## src/rtl/cic_ctrl_pkg.sv

```systemverilog
// ---------------------------------------------------------------------------
// cic_ctrl_pkg
// Shared definitions for the CIC stream controller:
//   - state_e  : controller FSM states (IDLE, RUN, DRAIN, DONE, ERR)
//   - ERR_*    : err_code values reported by the controller
//   - default widths / decimation ratio used as parameter defaults
// ---------------------------------------------------------------------------
package cic_ctrl_pkg;

  localparam int FLEN_W_DEF = 16;
  localparam int DECIM_DEF  = 8;

  typedef enum logic [2:0] {
    IDLE  = 3'd0,
    RUN   = 3'd1,
    DRAIN = 3'd2,
    DONE  = 3'd3,
    ERR   = 3'd4
  } state_e;

  localparam logic [1:0] ERR_NONE = 2'b00;
  localparam logic [1:0] ERR_CORE = 2'b01;
  localparam logic [1:0] ERR_WDOG = 2'b10;

endpackage : cic_ctrl_pkg

```

## src/rtl/cic_wdog.sv

```systemverilog
// ---------------------------------------------------------------------------
// cic_wdog
// Counts accepted input beats since the last accepted output beat and flags
// the beat that brings the count to LIMIT. The counter saturates at LIMIT.
// Ports:
//   clk      in  system clock
//   reset_n  in  asynchronous active-low reset
//   restart  in  hold the count at zero (controller not streaming)
//   inc      in  an input beat was accepted this cycle
//   clr      in  an output beat was accepted this cycle (core is alive)
//   hit      out this cycle's input beat reaches LIMIT (combinational)
// ---------------------------------------------------------------------------
module cic_wdog #(
  parameter int LIMIT = 16
) (
  input  logic clk,
  input  logic reset_n,
  input  logic restart,
  input  logic inc,
  input  logic clr,
  output logic hit
);

  localparam int CNT_W = $clog2(LIMIT + 1);
  localparam logic [CNT_W-1:0] CNT_LIMIT = CNT_W'(LIMIT);
  localparam logic [CNT_W-1:0] CNT_LAST  = CNT_W'(LIMIT - 1);

  logic [CNT_W-1:0] cnt_q;
  logic [CNT_W-1:0] cnt_d;

  // An accepted output beat in the same cycle proves the core is producing,
  // so it overrides the increment and suppresses the hit.
  assign hit = inc && !clr && !restart && (cnt_q >= CNT_LAST);

  always_comb begin
    cnt_d = cnt_q;
    if (restart || clr) begin
      cnt_d = '0;
    end else if (inc && (cnt_q != CNT_LIMIT)) begin
      cnt_d = cnt_q + 1'b1;
    end
  end

  always_ff @(posedge clk or negedge reset_n) begin
    if (!reset_n) begin
      cnt_q <= '0;
    end else begin
      cnt_q <= cnt_d;
    end
  end

endmodule : cic_wdog

```

## src/rtl/cic_stream_ctrl.sv

```systemverilog
// ---------------------------------------------------------------------------
// cic_stream_ctrl
// Handshake controller around a CIC decimator core. Sample/result data run
// outside this block (source -> core -> sink); only valid/ready, the core
// clock enable, end-of-packet tagging, frame completion and error reporting
// are handled here.
//
// Build option: define CIC_STREAM_CTRL_WDOG_EN to include the input watchdog
// (cic_wdog). Without it err_code can only be ERR_NONE or ERR_CORE.
//
// Ports:
//   clk, reset_n            clock, asynchronous active-low reset
//   start, stop, clear      frame start / early stop / error clear pulses
//   frame_len[FLEN_W]       output beats per frame, sampled on accepted start
//   src_valid / src_ready   source handshake
//   cic_clken               core clock enable
//   cic_in_valid/_ready     core input handshake, cic_in_error tied to 00
//   cic_out_valid/_ready    core output handshake, cic_out_error = fault status
//   snk_valid/_ready/_eop   sink handshake with last-beat marker
//   done                    one-cycle frame-complete pulse
//   err_code                00 none, 01 core fault, 10 watchdog
// ---------------------------------------------------------------------------
module cic_stream_ctrl
  import cic_ctrl_pkg::*;
#(
  parameter int FLEN_W = FLEN_W_DEF,
  parameter int DECIM  = DECIM_DEF
) (
  input  logic              clk,
  input  logic              reset_n,
  input  logic              start,
  input  logic              stop,
  input  logic              clear,
  input  logic [FLEN_W-1:0] frame_len,
  input  logic              src_valid,
  output logic              src_ready,
  output logic              cic_clken,
  output logic              cic_in_valid,
  input  logic              cic_in_ready,
  output logic [1:0]        cic_in_error,
  input  logic              cic_out_valid,
  output logic              cic_out_ready,
  input  logic [1:0]        cic_out_error,
  output logic              snk_valid,
  input  logic              snk_ready,
  output logic              snk_eop,
  output logic              done,
  output logic [1:0]        err_code
);

  state_e            state_q, state_d;
  logic [FLEN_W-1:0] len_q, len_d;
  logic [FLEN_W-1:0] beat_q, beat_d;
  logic              done_q, done_d;
  logic [1:0]        err_q, err_d;

  logic active;
  logic out_acc;
  logic fault;
  logic last_beat;
  logic wdog_hit;

  // DECIM only sizes the optional watchdog; keep it referenced in all builds.
  logic unused_decim;
  assign unused_decim = ^DECIM;

  // Handshakes are combinational pass-throughs gated by state so the data
  // path sees zero added latency.
  assign active        = (state_q == RUN) || (state_q == DRAIN);
  assign cic_clken     = active;
  assign cic_in_valid  = (state_q == RUN) && src_valid;
  assign src_ready     = (state_q == RUN) && cic_in_ready;
  assign cic_in_error  = 2'b00;
  assign snk_valid     = active && cic_out_valid && (cic_out_error == 2'b00);
  assign cic_out_ready = active && snk_ready;

  // A faulted core beat is never forwarded; the core may still consume it
  // through cic_out_ready, which is how it gets dropped.
  assign fault     = active && cic_out_valid && (cic_out_error != 2'b00);
  assign out_acc   = snk_valid && snk_ready;
  assign last_beat = (state_q == DRAIN) || (beat_q == (len_q - 1'b1));
  assign snk_eop   = snk_valid && last_beat;

`ifdef CIC_STREAM_CTRL_WDOG_EN
  logic in_acc;
  assign in_acc = cic_in_valid && src_ready;

  cic_wdog #(
    .LIMIT (2 * DECIM)
  ) u_wdog (
    .clk     (clk),
    .reset_n (reset_n),
    .restart (!active),
    .inc     (in_acc),
    .clr     (out_acc),
    .hit     (wdog_hit)
  );
`else
  assign wdog_hit = 1'b0;
`endif

  assign done     = done_q;
  assign err_code = err_q;

  always_comb begin
    state_d = state_q;
    len_d   = len_q;
    beat_d  = beat_q;
    done_d  = 1'b0;
    err_d   = err_q;

    case (state_q)
      IDLE: begin
        if (start && (frame_len != '0)) begin
          state_d = RUN;
          len_d   = frame_len;
          beat_d  = '0;
        end
      end

      RUN, DRAIN: begin
        // Priority: fault > watchdog > eop > stop.
        if (fault) begin
          state_d = ERR;
          err_d   = ERR_CORE;
        end else if (wdog_hit) begin
          state_d = ERR;
          err_d   = ERR_WDOG;
        end else begin
          if (out_acc && (beat_q != '1)) begin
            beat_d = beat_q + 1'b1;
          end
          if (out_acc && last_beat) begin
            state_d = DONE;
            done_d  = 1'b1;
          end else if ((state_q == RUN) && stop) begin
            state_d = DRAIN;
          end
        end
      end

      DONE: begin
        state_d = IDLE;
      end

      ERR: begin
        if (clear) begin
          state_d = IDLE;
          err_d   = ERR_NONE;
        end
      end

      default: begin
        state_d = IDLE;
      end
    endcase
  end

  always_ff @(posedge clk or negedge reset_n) begin
    if (!reset_n) begin
      state_q <= IDLE;
      len_q   <= '0;
      beat_q  <= '0;
      done_q  <= 1'b0;
      err_q   <= ERR_NONE;
    end else begin
      state_q <= state_d;
      len_q   <= len_d;
      beat_q  <= beat_d;
      done_q  <= done_d;
      err_q   <= err_d;
    end
  end

endmodule : cic_stream_ctrl

```

## config.mk

```make
export PLATFORM = sky130hd
export DESIGN_NAME = cic_stream_ctrl
export DESIGN_NICKNAME = d
export VERILOG_FILES = /design/src/rtl/cic_ctrl_pkg.sv /design/src/rtl/cic_wdog.sv /design/src/rtl/cic_stream_ctrl.sv
export SDC_FILE = /design/constraint.sdc
export NUM_CORES = 1
export LEC_CHECK = 0
export BUFFER_PORTS_ARGS = -buffer_cell sky130_fd_sc_hd__buf_2
export CAP_MARGIN = 20
export CORE_MARGIN = 1
export CORE_UTILIZATION = 50
export DETAILED_ROUTE_END_ITERATION = 8
export HOLD_SLACK_MARGIN = 0.15
export PLACE_DENSITY = 0.73
export SLEW_MARGIN = 20
export SYNTH_ARGS = -nofsm -noshare
export SYNTH_HDL_FRONTEND = slang
export SYNTH_SLANG_ARGS = --single-unit
```

## constraint.sdc

```tcl
create_clock -name clk -period 3.4 [get_ports clk]
set_input_delay 0.17 -clock clk [delete_from_list [all_inputs] [get_ports clk]]
set_output_delay 0.17 -clock clk [all_outputs]
set_load 0.05 [all_outputs]
```

### Word level (Yosys, flattened, before mapping)

Cells that the tools add are included.

* flip-flop bits (word level): 38
* output and inout port bits: 11
* word-level logic and storage cells: 59

* $add $sub $neg: 2
* equality and inequality tests: 11
* muxes and demuxes: 16
* reductions and logical operators: 25

Operator list (count)
* $mux 16: 3
* $pmux 16 s2: 1
* $add 16x1->16 const B: 1
* $eq 16x16->1: 1
* $ne 16x16->1 const B: 1
* $reduce_bool 16->1: 1
* $sub 16x1->16 const B: 1
* $mux 3: 5
* $logic_and 1x1->1: 12
* $ne 2x2->1 const B: 5
* $pmux 3 s3: 1
* $reduce_and 3->1: 2
* $reduce_bool 2->1: 3
* $mux 2: 2
* $ne 4x4->1 const B: 1
* $pmux 2 s2: 1
* $reduce_and 4->1: 1
* $eq 3x1->1 const B: 1
* $eq 3x2->1 const B: 1
* $eq 3x3->1 const B: 1
* $logic_not 3->1: 1
* $mux 1: 3
* $logic_not 2->1: 1
* $logic_or 1x1->1: 2
* other kinds (2): 2

### Longest topological paths before layout

* depth after elaboration: 9
* depth in mapped cells: 8
* gate-level depth less buffers: 8

### Least setup slack after synthesis

Ideal clock, no wire load.

* kind: flip-flop to output port
* start: reg len_q[0]
* end: out snk_eop
* data arrival time: 2.716 ns
* data required time: 3.230 ns
* path slack: 0.514 ns
* cell stages (with the launch flop): 9
* cell sequence: dfrtp_1 inv_1 ha_1 or4b_1 nor4_1 nand4_1 a211oi_1 nand4_1 a21boi_1

* longest elaborated chain between the ends: 4

Ends and longest elaborated chain
* from (decl): RTL line cic_stream_ctrl.sv:52 `logic [FLEN_W-1:0] len_q, len_d;`
* from (signal assigned): RTL line cic_stream_ctrl.sv:168 `len_q <= len_d;`
* $sub 16x1->16: RTL line cic_stream_ctrl.sv:81 `assign last_beat = (state_q == DRAIN) || (beat_q == (len_q - 1'b1));`
* $eq 16x16->1: RTL line cic_stream_ctrl.sv:81
* $logic_or 1x1->1: RTL line cic_stream_ctrl.sv:81
* $logic_and 1x1->1: RTL line cic_stream_ctrl.sv:82 `assign snk_eop = snk_valid && last_beat;`
* to (decl): RTL line cic_stream_ctrl.sv:46 `output logic snk_eop,`

No other way between the ends.

### Worst setup path in the final report

Ends and elaborated chain as after synthesis.

==> impl_results.md <==
* Outcome: finished, final reports clean
* Clk pwr share at 15.9%
* Crit-path cells: inv_1 -> ha_1 -> or4b_1 -> nor4_1 -> nand4_1 -> a211oi_1 -> nand4_1 -> a21boi_1 -> buf_2
* Routability Congestion at 0.915
* Port buffer count at 34
* Gate power share at 45.4%
* Final Hold Viols at 0
* Clock buffer count from CTS at 5
* Tot GR Track Use at 23.9%
* Antenna violations before repair at 0
* Synth unique cells at 46
* Crit path DAT at 2.86 ns
* Setup TNS Final at 0 ns
* Asr flop ratio synth at 100%
* Worst clock skew at 0.00462 ns
* Worst vdd ir at 0.417 mV
* Nets at 318
* Dominant synthesized flop cell: dfrtp_1
* Clk_lat worst skew at 0.29 ns
* Flop pwr share at 38.7%
* Sequential element share of the synthesized area at 39.9%
* Synth-to-Final Area Change at 20.3%
* P_int at 1.11 mW
* Clk root buf: clkbuf_8
* Most frequent cells in the layout: dfrtp_1 (37), buf_2 (34), xor2_1 (24), nor2_1 (20), dlygate4sd3_1 (19)
* Routed Wire Length at 5270 µm
* Max-slew violations at 0
* Routed Antenna Nets at 0
* CTS tree: built
* First-pass GRT wire length at 9090 µm
* CP Capture Type: output pin
* CTS Buffer Depth at 2
* Hold Crit Class: primary input to flop
* Post-DR vias/cell at 5.87
* Slew margin rel. at 31.4%
* Power density cells at 694 nW/µm²
* Synthesized area per cell at 9.71 µm²
* Min Hold Slack at 0.163 ns
* Hold Path Origin: cic_out_error[1]
* Largest net degree at the start of global routing at 38
* Crit Path Max Fanout at 6
* Post-synth EDFFs at 0
* WL/cell at 15.5 µm
* HPWL after detailed placement at 3670 µm
* Crit-path leading delay family: simple AND/OR/NAND/NOR gates
* Hold Path End: state_q[2]
* Mux cell area share after synthesis at 8.14%
* Initial Utilization at 52.6%
* Grt ovf at 0
* Antenna diodes at 0
* Chip Width at 70.1 µm
* Number of global-route vias before repair at 1894
* Core area at 4410 µm²
* Rows at 24
* Post CTS Setup Buffer Count at 0
* Fin crit share at 89.2%
* Drt first-iter violations at 120
* Most used cell, CP: nand4_1
* #FFs+latches synth at 37
* Die Y at 70.1 µm
* Share of layout cells above drive strength 1 at 21.8%
* Vias at 2000
* Post-Route Utilization at 63.2%
* Ys Warns at 0
* XOR/XNOR Fraction of Synth Area at 12.5%
* Commonest non-fill, non-tap cell in the layout: dfrtp_1
* Max Freq at 330 MHz
* Area of the mapped netlist at 2320 µm²
* I/O Pins at 38
* DRC viols at 0
* CP max stage delay at 0.52 ns
* Simple-gate portion of the synthesized area at 22.2%
* Switching power at 0.827 mW
* Largest family of logic cells by synthesized area: simple AND/OR/NAND/NOR gates
* CP max-delay cell: or4b_1
* Maxcap violations at 0
* CTS H-tree lvls at 2
* CP startpoint kind: flop
* Final setup violation count at 0
* RR Endpoint: done
* Full die area at 4920 µm²
* R2R Setup Slk at 1.03 ns
* Crit Path Class: flop to output pin
* Worst Tran Pin Value at 1.03 ns
* Final min period at 3.03 ns
* Critical path depth at 9
* Switch share at 42.7%
* Clock Sinks at 37
* R2R depth at 8
* Compound-Gate Fraction of Synth Area at 12.3%
* Adder-cell share of the synthesized area at 1.08%
* Syn Inst Count at 239
* Cells on Worst Hold Path at 3
* WP data required at 3.23 ns
* Leak at 1.23 nW
* RSZ-0062 raised after global routing: false
* Clk slew on worst S/H paths at 0.07 ns
* CP Buf/Inv Count at 2
* Reg-to-Reg Start: len_q[0]
* Initial DRT Pass Iterations at 4
[routing by layer]
metal  vias up  routed length (µm)  global-route usage, %
met5         -                   0                      0
met4         0                  76                   7.78
met3         8                 161                   4.76
met2        37                2420                   36.9
met1       981                2610                   33.6
li1        974                   -                      -
[power groups by stage]
stage	Clock, mW	Sequential (mW)	Combinational (mW)
after floorplan	0	0.708	0.720
after global placement	0	0.748	0.845
after detailed placement	0	0.754	0.858
after CTS	0.316	0.745	0.880
after global routing	0.335	0.774	0.981
final	0.309	0.750	0.879
[layout make-up]
type / instances / area (µm²)
Clock buffer: 7 / 86.3
Fill cell: 372 / 1620
Inverter: 3 / 11.3
Multi-Input combinational cell: 186 / 1320
Sequential cell: 37 / 926
Tap cell: 52 / 65.1
Timing Repair Buffer: 56 / 383
[through the flow]
stage | cells | area (µm²) | power, mW | setup slack, ns
after detailed placement | 315 | 2510 | 1.61 | 0.571
after CTS | 341 | 2790 | 1.94 | 0.252
after global placement | 315 | 2510 | 1.59 | 0.714
after floorplan | 241 | 2330 | 1.43 | 0.514
final | 341 | 2790 | 1.94 | 0.367
after global routing | 341 | 2790 | 2.09 | 0.0767
[how the worst max path moves through the flow]
stage               startpoint  slack, ns       to
floorplan             len_q[0]       0.51  snk_eop
global placement      len_q[0]       0.71  snk_eop
detailed placement    len_q[0]       0.57  snk_eop
CTS                   len_q[0]       0.25  snk_eop
global route          len_q[0]       0.08  snk_eop
finish                len_q[0]       0.37  snk_eop
[tightest hold or removal path, cell delays in order]
cell and delay (ns):
buf_2 0.09, o21ai_0 0.07, o21ai_0 0.08
[flip-flops by register name (all words and copies together), names as in the netlist]
register  count
done          1
state_q       3
err_code      1
len_q        16
beat_q       16
[cells by family after synthesis]
group / Yosys count
and+or+nand+nor: 90
AOI/OAI and AO/OA: 41
DFF: 37
xor gates and xnor gates: 33
buffers and inverters: 18
muxes: 17
adders and majority gates: 2
other: 1
[synthesized netlist by cell type (4+ instances only)]
cell | number | area, µm²
and3_1 | 8 | 50.1
nor2b_1 | 4 | 25.0
nor2_1 | 20 | 75.1
a211oi_1 | 5 | 37.5
mux2_2 | 15 | 169
clkbuf_1 | 10 | 37.5
or3_1 | 5 | 31.3
xnor2_1 | 9 | 78.8
dfrtp_1 | 37 | 926
nor3_1 | 4 | 20.0
o2111ai_1 | 7 | 61.3
nand2_1 | 12 | 45.0
nand4_1 | 6 | 37.5
xor2_1 | 24 | 210
nor4_1 | 10 | 62.6
o21ai_0 | 12 | 60.1
a21oi_1 | 4 | 20.0
[what timing repair did]
item                                    CTS  global route
hold buffers                             19             0
endpoints found under the setup margin    0             1
gates resized for setup                   0             1
hold endpoints to repair                 55             0
Power figures use the tool's default switching activity.
